[config.mk]
export PLATFORM = sky130hd
export DESIGN_NAME = pc_unit
export DESIGN_NICKNAME = d
export VERILOG_FILES = /design/src/rtl/pc_pkg.sv /design/src/rtl/pc_ras.sv /design/src/rtl/pc_unit.sv
export SDC_FILE = /design/constraint.sdc
export NUM_CORES = 1
export LEC_CHECK = 0
export BUFFER_PORTS_ARGS = -buffer_cell sky130_fd_sc_hd__buf_2
export CAP_MARGIN = 5
export CORE_AREA = 2 2 76 78
export DETAILED_ROUTE_END_ITERATION = 8
export DIE_AREA = 0 0 78 80
export PLACE_DENSITY = 0.8
export SETUP_SLACK_MARGIN = 0.2
export SLEW_MARGIN = 20
export SYNTH_ARGS = -nofsm -noshare
export SYNTH_HDL_FRONTEND = slang
export SYNTH_SLANG_ARGS = --single-unit
[constraint.sdc]
create_clock -name clk -period 3 [get_ports clk]
set_input_delay 0.45 -clock clk [delete_from_list [all_inputs] [get_ports clk]]
set_output_delay 0.45 -clock clk [all_outputs]
set_load 0.02 [all_outputs]
[src/rtl/pc_pkg.sv]
// Shared types and constants for the program-counter unit: FSM state encoding,
// next-pc source selection and the sequential fetch step.
package pc_pkg;

    // Fetch-side FSM states
    typedef enum logic [1:0] {
        BOOT = 2'd0,
        RUN  = 2'd1,
        HOLD = 2'd2
    } pc_state_e;

    // Where the next pc comes from, in priority order FLUSH > JUMP > BRANCH > SEQ
    typedef enum logic [2:0] {
        NONE   = 3'd0,
        FLUSH  = 3'd1,
        JUMP   = 3'd2,
        BRANCH = 3'd3,
        SEQ    = 3'd4
    } pc_src_e;

    // Byte distance between sequential instruction fetches
    localparam int unsigned PC_STEP = 4;

endpackage

[src/rtl/pc_ras.sv]
// Return-address stack for pc_unit. Circular buffer: a push onto a full stack
// overwrites the oldest entry, so depth saturates at RAS_DEPTH. A simultaneous
// push and pop on a non-empty stack replaces the top in place.
module pc_ras #(
    parameter int unsigned XLEN      = 32,
    parameter int unsigned RAS_DEPTH = 4
) (
    input  logic            clk,
    input  logic            reset,
    input  logic            i_push,
    input  logic            i_pop,
    input  logic [XLEN-1:0] i_data,
    output logic [XLEN-1:0] o_top,
    output logic            o_empty,
    output logic            o_full
);
    import pc_pkg::*;

    localparam int unsigned IW = (RAS_DEPTH > 1) ? $clog2(RAS_DEPTH) : 1;
    localparam int unsigned CW = IW + 1;

    logic [XLEN-1:0] r_mem [RAS_DEPTH];
    logic [IW-1:0]   r_top_idx;
    logic [CW-1:0]   r_count;

    logic [IW-1:0]   w_idx_d;
    logic [CW-1:0]   w_count_d;
    logic            w_wr_en;
    logic [IW-1:0]   w_wr_idx;

    assign o_top   = r_mem[r_top_idx];
    assign o_empty = (r_count == '0);
    assign o_full  = (r_count == CW'(RAS_DEPTH));

    // Next top pointer, occupancy and write slot from the push/pop request
    always_comb begin
        w_idx_d   = r_top_idx;
        w_count_d = r_count;
        w_wr_en   = 1'b0;
        w_wr_idx  = r_top_idx;
        if (i_push && i_pop && !o_empty) begin
            w_wr_en = 1'b1;
        end else if (i_push) begin
            w_idx_d  = r_top_idx + IW'(1);
            w_wr_idx = w_idx_d;
            w_wr_en  = 1'b1;
            if (!o_full) begin
                w_count_d = r_count + CW'(1);
            end
        end else if (i_pop && !o_empty) begin
            w_idx_d   = r_top_idx - IW'(1);
            w_count_d = r_count - CW'(1);
        end
    end

    // Stack pointer, occupancy and storage registers
    always_ff @(posedge clk or posedge reset) begin
        if (reset) begin
            r_top_idx <= '0;
            r_count   <= '0;
            for (int i = 0; i < int'(RAS_DEPTH); i++) begin
                r_mem[i] <= '0;
            end
        end else begin
            r_top_idx <= w_idx_d;
            r_count   <= w_count_d;
            if (w_wr_en) begin
                r_mem[w_wr_idx] <= i_data;
            end
        end
    end

endmodule

[src/rtl/pc_unit.sv]
// Program-counter unit: holds the fetch address, steps it by PC_STEP when fetch
// accepts it, and applies prioritised redirects (flush > jump > branch).
// Optional return-address stack enabled by defining PC_UNIT_RAS_EN; without it
// ras_push/ras_pop are ignored, ras_empty reads 1 and ras_full reads 0.
module pc_unit #(
    parameter int unsigned     XLEN      = 32,
    parameter logic [XLEN-1:0] RESET_VEC = '0,
    parameter int unsigned     RAS_DEPTH = 4
) (
    input  logic            clk,
    input  logic            reset,
    input  logic            stall,
    input  logic            fetch_ready,
    input  logic            flush_valid,
    input  logic [XLEN-1:0] flush_target,
    input  logic            jump_valid,
    input  logic [XLEN-1:0] jump_target,
    input  logic            branch_taken,
    input  logic [XLEN-1:0] branch_target,
    input  logic            ras_push,
    input  logic            ras_pop,
    output logic [XLEN-1:0] pc,
    output logic            pc_valid,
    output logic            misaligned,
    output logic            ras_empty,
    output logic            ras_full
);
    import pc_pkg::*;

    pc_state_e       r_state;
    pc_state_e       w_state_d;
    logic [XLEN-1:0] r_pc;
    logic [XLEN-1:0] w_pc_d;
    logic            r_misaligned;
    logic            w_misaligned_d;

    pc_src_e         w_src;
    logic [XLEN-1:0] w_target;
    logic            w_redirect;
    logic            w_advance;
    logic [XLEN-1:0] w_pc_plus4;
    logic [XLEN-1:0] w_ras_top;
    logic            w_ras_hit;

    assign w_pc_plus4 = r_pc + XLEN'(PC_STEP);
    assign w_redirect = flush_valid | jump_valid | branch_taken;
    // BOOT never advances; it only exists to hold pc_valid low for one cycle
    assign w_advance  = fetch_ready & ~stall & (r_state != BOOT);

`ifdef PC_UNIT_RAS_EN
    logic w_ras_push;
    logic w_ras_pop;

    // A flush outranks the jump, so its call/return hints must not touch the stack
    assign w_ras_push = jump_valid & ~flush_valid & ras_push;
    assign w_ras_pop  = jump_valid & ~flush_valid & ras_pop;
    assign w_ras_hit  = ras_pop & ~ras_empty;

    pc_ras #(
        .XLEN      (XLEN),
        .RAS_DEPTH (RAS_DEPTH)
    ) u_pc_ras (
        .clk     (clk),
        .reset   (reset),
        .i_push  (w_ras_push),
        .i_pop   (w_ras_pop),
        .i_data  (w_pc_plus4),
        .o_top   (w_ras_top),
        .o_empty (ras_empty),
        .o_full  (ras_full)
    );
`else
    logic w_unused_ras;

    assign w_unused_ras = ras_push ^ ras_pop;
    assign w_ras_hit    = 1'b0;
    assign w_ras_top    = '0;
    assign ras_empty    = 1'b1;
    assign ras_full     = 1'b0;
`endif

    // Select next-pc source and redirect target by priority
    always_comb begin
        w_src    = NONE;
        w_target = r_pc;
        if (flush_valid) begin
            w_src    = FLUSH;
            w_target = flush_target;
        end else if (jump_valid) begin
            w_src    = JUMP;
            w_target = w_ras_hit ? w_ras_top : jump_target;
        end else if (branch_taken) begin
            w_src    = BRANCH;
            w_target = branch_target;
        end else if (w_advance) begin
            w_src = SEQ;
        end
    end

    // Next pc, misaligned flag and FSM transition
    always_comb begin
        w_pc_d         = r_pc;
        w_state_d      = r_state;
        w_misaligned_d = w_redirect & (|w_target[1:0]);
        unique case (w_src)
            FLUSH, JUMP, BRANCH: w_pc_d = {w_target[XLEN-1:2], 2'b00};
            SEQ:                 w_pc_d = w_pc_plus4;
            default:             w_pc_d = r_pc;
        endcase
        case (r_state)
            BOOT:      w_state_d = RUN;
            RUN, HOLD: w_state_d = (w_src == NONE) ? HOLD : RUN;
            default:   w_state_d = BOOT;
        endcase
    end

    // State, pc and misaligned-pulse registers
    always_ff @(posedge clk or posedge reset) begin
        if (reset) begin
            r_state      <= BOOT;
            r_pc         <= RESET_VEC;
            r_misaligned <= 1'b0;
        end else begin
            r_state      <= w_state_d;
            r_pc         <= w_pc_d;
            r_misaligned <= w_misaligned_d;
        end
    end

    assign pc         = r_pc;
    assign pc_valid   = (r_state != BOOT);
    assign misaligned = r_misaligned;

endmodule

==> summary.txt, run 1 <==
Synthesis
  • Yosys reg bits: 33
  • Sequential-to-total area share from yosys stat: 33.2%
  • Synth area leader: dfrtp_1
  • Cells taking the most area after synthesis: dfrtp_1, a21oi_1, a22oi_1
  • Mapped cell area: 0.00249 mm²
  • Yosys warns: 0
  • Avg Cell Area, Syn: 8.08 µm²
  • Cells after Synth: 308
  • Number of synthesized flops with an enable pin: 0
  • Main synth FF type: dfrtp_1
  • Post-synth top area share: 33.2%
  • Distinct cells, synth: 50
  • Asr flop ratio synth: 100%

Route
  • Routed Antenna Nets: 0
  • Vias/cell: 5.70
  • Routed wire length per instance: 16.0 µm
  • DR pass1 iterations: 4
  • DR DRC count: 0
  • DRT Wirelength: 8110 µm
  • Vias: 2898
  • DRT iter0 DRCs: 203

Critical path
  • Critical Path End Type: register
  • R2R depth: 7
  • Crit path required time: 3.14 ns
  • Setup CP Type: register to register
  • Worst-path maximum fanout: 8
  • Arrival @ worst endpoint: 2.32 ns
  • Worst setup SP type: register

Timing
  • Final period utilization: 72.6%
  • Pins over their slew limit: 0
  • Setup TNS: 0 ns
  • Fmax: 459 MHz
  • Worst Skew: 0.00330 ns
  • Tightest Pin Transition: 0.629 ns
  • Endpoints failing hold: 0
  • RSZ-0062 raised after global routing: no
  • Final setup fails: 0
  • Max-slew headroom at the worst pin: 58.1%
  • Minimum clock period: 2.18 ns

GRT
  • First-pass GRT wire length: 13400 µm
  • Total gr overflow: 0
  • Largest net degree at the start of global routing: 37
  • Initial antenna violation count: 0
  • Vias in the first global route: 2823
  • GRT Total Usage: 26.7%

Final layout
  • Share of cells above drive strength 1: 35.8%
  • Ant. Diodes: 0
  • Area Overhead vs Synth: 32.5%
  • Most common cell after layout, fill and taps aside: buf_2
  • Final nets: 544
  • Commonest cells after routing, fill and taps aside: buf_2, dfrtp_1, nand2_1
  • Final Instance Area: 0.00330 mm²

Placement
  • Post-DP HPWL: 6100 µm
  • Dpl cell area: 0.00321 mm²
  • Port Buffer Count: 134
  • RePlAce Congestion: 0.861

Die
  • DIE AREA: 0.00624 mm²
  • Die Y: 80 µm
  • Die W: 78 µm
  • Starting Density: 46.1%
  • Boundary Pins: 141
  • Row count: 27
  • Area of the core: 0.00541 mm²

Pwr
  • PD cells: 417 mW/mm²
  • Peak supply drop: 0.000296 V
  • Leak Pwr: 1.54 nW
  • Overall power: 1.38 mW

CTS
  • CTS tree: yes
  • Clock buffer depth: 2
  • Hold_buf cts: 0
  • Post-cts resize count: 0
  • CTS root buf: clkbuf_8
  • Post-CTS Setup Bufs: 0
  • H-tree depth: 2
  • Clock transition at path regs: 0.07 ns
  • CTS Sinks: 33
  • Clk_lat worst skew: 0.29 ns
  • CTS Buf Count: 5

Hold path
  • Hold Path Class: input port to async pin

Flow run
  • Max-cap violations: 0

Status
  • Status: completed
[cell families after synthesis]
group	share of synthesized area [%]
XOR/XNOR	5.28
other	0.302
flip-flops	33.2
AND/OR/NAND/NOR	25.3
buffers and inverters	5.68
multiplexers	0.402
adder cells (fa/ha/maj)	1.51
AO/OA/AOI/OAI	28.4
[through the flow]
stage                     worst slack [ns]  cells  hold WS, ns  util [%]
after floorplan                      0.975    310        0.560         -
after global placement               0.834    501        0.546      59.4
after detailed placement             0.812    501        0.554      59.4
after CTS                            0.799    508        0.258      61.0
after global routing                 0.644    508        0.288      61.0
final                                0.822    508        0.243      61.0
[worst max-delay path: stages (launching register included)]
cell and delay (ns):
dfrtp_1 0.35, inv_1 0.04, ha_1 0.23, or3b_2 0.60
nor4_4 0.39, nand3_1 0.13, xor2_1 0.15, o221ai_1 0.13
[sequential cells by signal, indices dropped and copies added, names as in the netlist]
register,count
pc,30
misaligned,1
r_state,2
[where the power goes]
part	switching (mW)	internal (mW)	total (mW)
Clock	0.164	0.182	0.346
Sequential	0.0694	0.498	0.567
Combinational	0.270	0.191	0.462
Total	0.504	0.872	1.38
[path summary, 6_finish.rpt]
check / from / endpoint / slack (ns)
min reg2reg: pc[13] / pc[13] / 0.57
max reg2reg: r_state[0] / pc[15] / 0.82
min: reset / pc[22] / 0.24
max: r_state[0] / pc[15] / 0.82
max in group asynchronous: reset / pc[8] / 2.44
min in group clk: flush_target[19] / pc[19] / 0.37
[per-layer routing]
metal  global-route usage [%]  up-vias  wire, µm
li1                         -     1418         -
met1                     33.3     1358      3330
met2                     46.8      112      4040
met3                     6.22       10       645
met4                     6.67        0        96
met5                        0        -         0
[synth_stat cells (2+ instances only)]
library cell / count
dfrtp_1: 33
nand2_1: 29
a21oi_1: 27
nor2_1: 25
nand3_1: 21
a22oi_1: 17
o21ai_0: 16
clkbuf_1: 14
nor3_1: 10
and3_1: 9
nand4_1: 9
xor2_1: 9
inv_1: 8
o221ai_1: 8
o22ai_1: 8
xnor2_1: 6
buf_4: 5
a211oi_1: 4
a221o_1: 4
a2bb2oi_1: 4
ha_1: 3
o22a_1: 3
a311oi_1: 2
a31oi_1: 2
and4_1: 2
buf_1: 2
buf_2: 2
conb_1: 2
nor4_4: 2
or3_1: 2
[area by class of cell]
type	instances	area, µm²
Fill cell	519	2110
Multi-Input combinational cell	245	1530
Sequential cell	33	826
Timing Repair Buffer	142	731
Tap cell	72	90.1
Clock buffer	7	86.3
Inverter	9	33.8
No activity file was read; power rests on OpenSTA's default activity.
==> run 2: changes to the inputs <==
--- a/config.mk
+++ b/config.mk
@@ -7,10 +7,10 @@
 export LEC_CHECK = 0
 export BUFFER_PORTS_ARGS = -buffer_cell sky130_fd_sc_hd__buf_2
 export CAP_MARGIN = 5
-export CORE_AREA = 2 2 76 78
+export CORE_AREA = 2 2 82 84
 export DETAILED_ROUTE_END_ITERATION = 8
-export DIE_AREA = 0 0 78 80
-export PLACE_DENSITY = 0.8
+export DIE_AREA = 0 0 84 86
+export PLACE_DENSITY = 0.73
 export SETUP_SLACK_MARGIN = 0.2
 export SLEW_MARGIN = 20
 export SYNTH_ARGS = -nofsm -noshare
==> constraint.sdc (replaced) <==
create_clock -name clk -period 1.9 [get_ports clk]
set_input_delay 0.285 -clock clk [delete_from_list [all_inputs] [get_ports clk]]
set_output_delay 0.285 -clock clk [all_outputs]
set_load 0.02 [all_outputs]
==> summary.txt, run 2 (synthesis results as in run 1) <==
Timing
  • Worst Skew: 0.00811 ns (was 0.00330 ns)
  • Pins over their slew limit: 0 (unchanged)
  • Fmax: 542 MHz (was 459 MHz)
  • Final period utilization: 97.0% (was 72.6%)
  • Minimum clock period: 1.84 ns (was 2.18 ns)
  • RSZ-0062 raised after global routing: yes (was no)
  • Endpoints failing hold: 0 (unchanged)
  • Final setup fails: 0 (unchanged)

Die
  • Starting Density: 39.7% (was 46.1%)
  • DIE AREA: 0.00722 mm² (was 0.00624 mm²)
  • Boundary Pins: 141 (unchanged)
  • Area of the core: 0.00628 mm² (was 0.00541 mm²)
  • Row count: 29 (was 27)
  • Die W: 84 µm (was 78 µm)
  • Die Y: 86 µm (was 80 µm)

Pwr
  • Peak supply drop: 0.000418 V (was 0.000296 V)
  • Leak Pwr: 1.79 nW (was 1.54 nW)
  • Overall power: 2.58 mW (was 1.38 mW)
  • PD cells: 668 mW/mm² (was 417 mW/mm²)

Route
  • Vias/cell: 5.63 (was 5.70)
  • Routed Antenna Nets: 0 (unchanged)
  • DR DRC count: 0 (unchanged)
  • Vias: 3135 (was 2898)
  • DRT iter0 DRCs: 158 (was 203)
  • DR pass1 iterations: 5 (was 4)
  • DRT Wirelength: 8930 µm (was 8110 µm)
  • Routed wire length per instance: 16.0 µm (about the same)

CTS
  • Clk_lat worst skew: 0.29 ns (about the same)
  • H-tree depth: 2 (unchanged)
  • Clock buffer depth: 2 (unchanged)
  • CTS Sinks: 33 (unchanged)
  • CTS root buf: clkbuf_8 (unchanged)
  • CTS Buf Count: 5 (unchanged)
  • CTS tree: yes (unchanged)
  • Clock transition at path regs: 0.07 ns (about the same)

GRT
  • Total gr overflow: 0 (unchanged)
  • First-pass GRT wire length: 13900 µm (was 13400 µm)
  • Largest net degree at the start of global routing: 42 (was 37)
  • Initial antenna violation count: 0 (unchanged)
  • Vias in the first global route: 2958 (was 2823)
  • GRT Total Usage: 23.5% (was 26.7%)

Critical path
  • Worst r2r src: r_state[1] (was r_state[0])
  • Setup CP Type: register to register (unchanged)
  • R2R Setup Slk: 0.06 ns (was 0.82 ns)
  • Crit path required time: 2.05 ns (was 3.14 ns)
  • Worst setup SP type: register (unchanged)
  • Worst-path maximum fanout: 6 (was 8)
  • R2R depth: 8 (was 7)
  • Arrival @ worst endpoint: 2.00 ns (was 2.32 ns)
  • Critical Path End Type: register (unchanged)
  • RR Endpoint: pc[20] (was pc[15])

Final layout
  • Final Instance Area: 0.00386 mm² (was 0.00330 mm²)
  • Share of cells above drive strength 1: 50.0% (was 35.8%)
  • Commonest cells after routing, fill and taps aside: buf_2, buf_4, nand2_1 (was buf_2, dfrtp_1, nand2_1)
  • Max reg flops: 30 (unchanged)
  • Ant. Diodes: 0 (unchanged)
  • Fin util: 61.5% (was 61.0%)
  • Area Overhead vs Synth: 55.1% (was 32.5%)
  • Most common cell after layout, fill and taps aside: buf_2 (unchanged)
  • Final nets: 587 (was 544)

Status
  • Status: completed (unchanged)

Placement
  • Port Buffer Count: 134 (unchanged)
  • Dpl cell area: 0.00335 mm² (was 0.00321 mm²)
  • Post-DP HPWL: 6430 µm (was 6100 µm)
  • RePlAce Congestion: 0.893 (was 0.861)

Hold path
  • Hold Path Class: input port to async pin (unchanged)

Flow run
  • Max-cap violations: 0 (unchanged)
## run 2: per-layer routing
layer | track usage (%) | wire length (µm) | vias to the layer above
li1 | - | - | 1506
met1 | 29.3 | 3570 | 1475
met2 | 42.3 | 4490 | 131
met3 | 4.14 | 618 | 23
met4 | 5.87 | 240 | 0
met5 | 0 | 0 | -
## run 2: per-stage QoR
| step | hold WS (ns) | std cells | TNS, ns | setup slack, ns |
|---|---|---|---|---|
| after global routing | 0.148 | 557 | -0.0250 | -0.0134 |
| after detailed placement | 0.405 | 518 | 0 | 0.0680 |
| after global placement | 0.405 | 518 | 0 | 0.126 |
| after CTS | 0.0981 | 535 | 0 | 0.0710 |
| final | 0.0794 | 557 | 0 | 0.0562 |
| after floorplan | 0.412 | 310 | 0 | 0.143 |
## run 2: area by class of cell
type	instances	area, µm²
clock buffers	7	86.3
clock inverters	1	30.0
fillers	542	2420
inverters	9	33.8
multi-input cells	245	1700
flip-flops and latches	33	842
well taps	77	96.3
repair buffers	185	1070
## run 2: critical path, stage by stage, from the launching register on
cell      delay, ns
dfrtp_1        0.36
inv_2          0.05
ha_4           0.16
or3b_4         0.46
buf_4          0.18
nor2_4         0.09
nand4_1        0.13
xor2_1         0.17
o221ai_1       0.12
## run 2: worst max-delay path by stage
stage,from,endpoint,depth (start not counted),slack (ns)
detailed placement,branch_taken,pc[24],7,0.07
global placement,pc[14],pc[26],6,0.13
CTS,r_state[1],pc[15],7,0.07
floorplan,r_state[1],pc[15],8,0.14
finish,r_state[1],pc[20],8,0.06
global route,r_state[0],pc[20],8,-0.01
## run 2: timing repair
| action | 4_1_cts | 5_1_grt |
|---|---|---|
| hold buffers | 0 | 0 |
| setup endpoints to repair | 18 | 25 |
| setup buffers | 9 | 22 |
| gates resized for setup | 6 | 31 |
| pin swaps | 8 | 17 |
| cloned | 0 | 0 |
## run 2: report_power, final
| part | switching, mW | internal, mW | leakage (nW) | total [mW] |
|---|---|---|---|---|
| sequential | 0.100 | 0.792 | 0.389 | 0.893 |
| clock | 0.266 | 0.428 | 0.0585 | 0.694 |
| combinational | 0.525 | 0.467 | 1.34 | 0.992 |
| total | 0.892 | 1.69 | 1.79 | 2.58 |
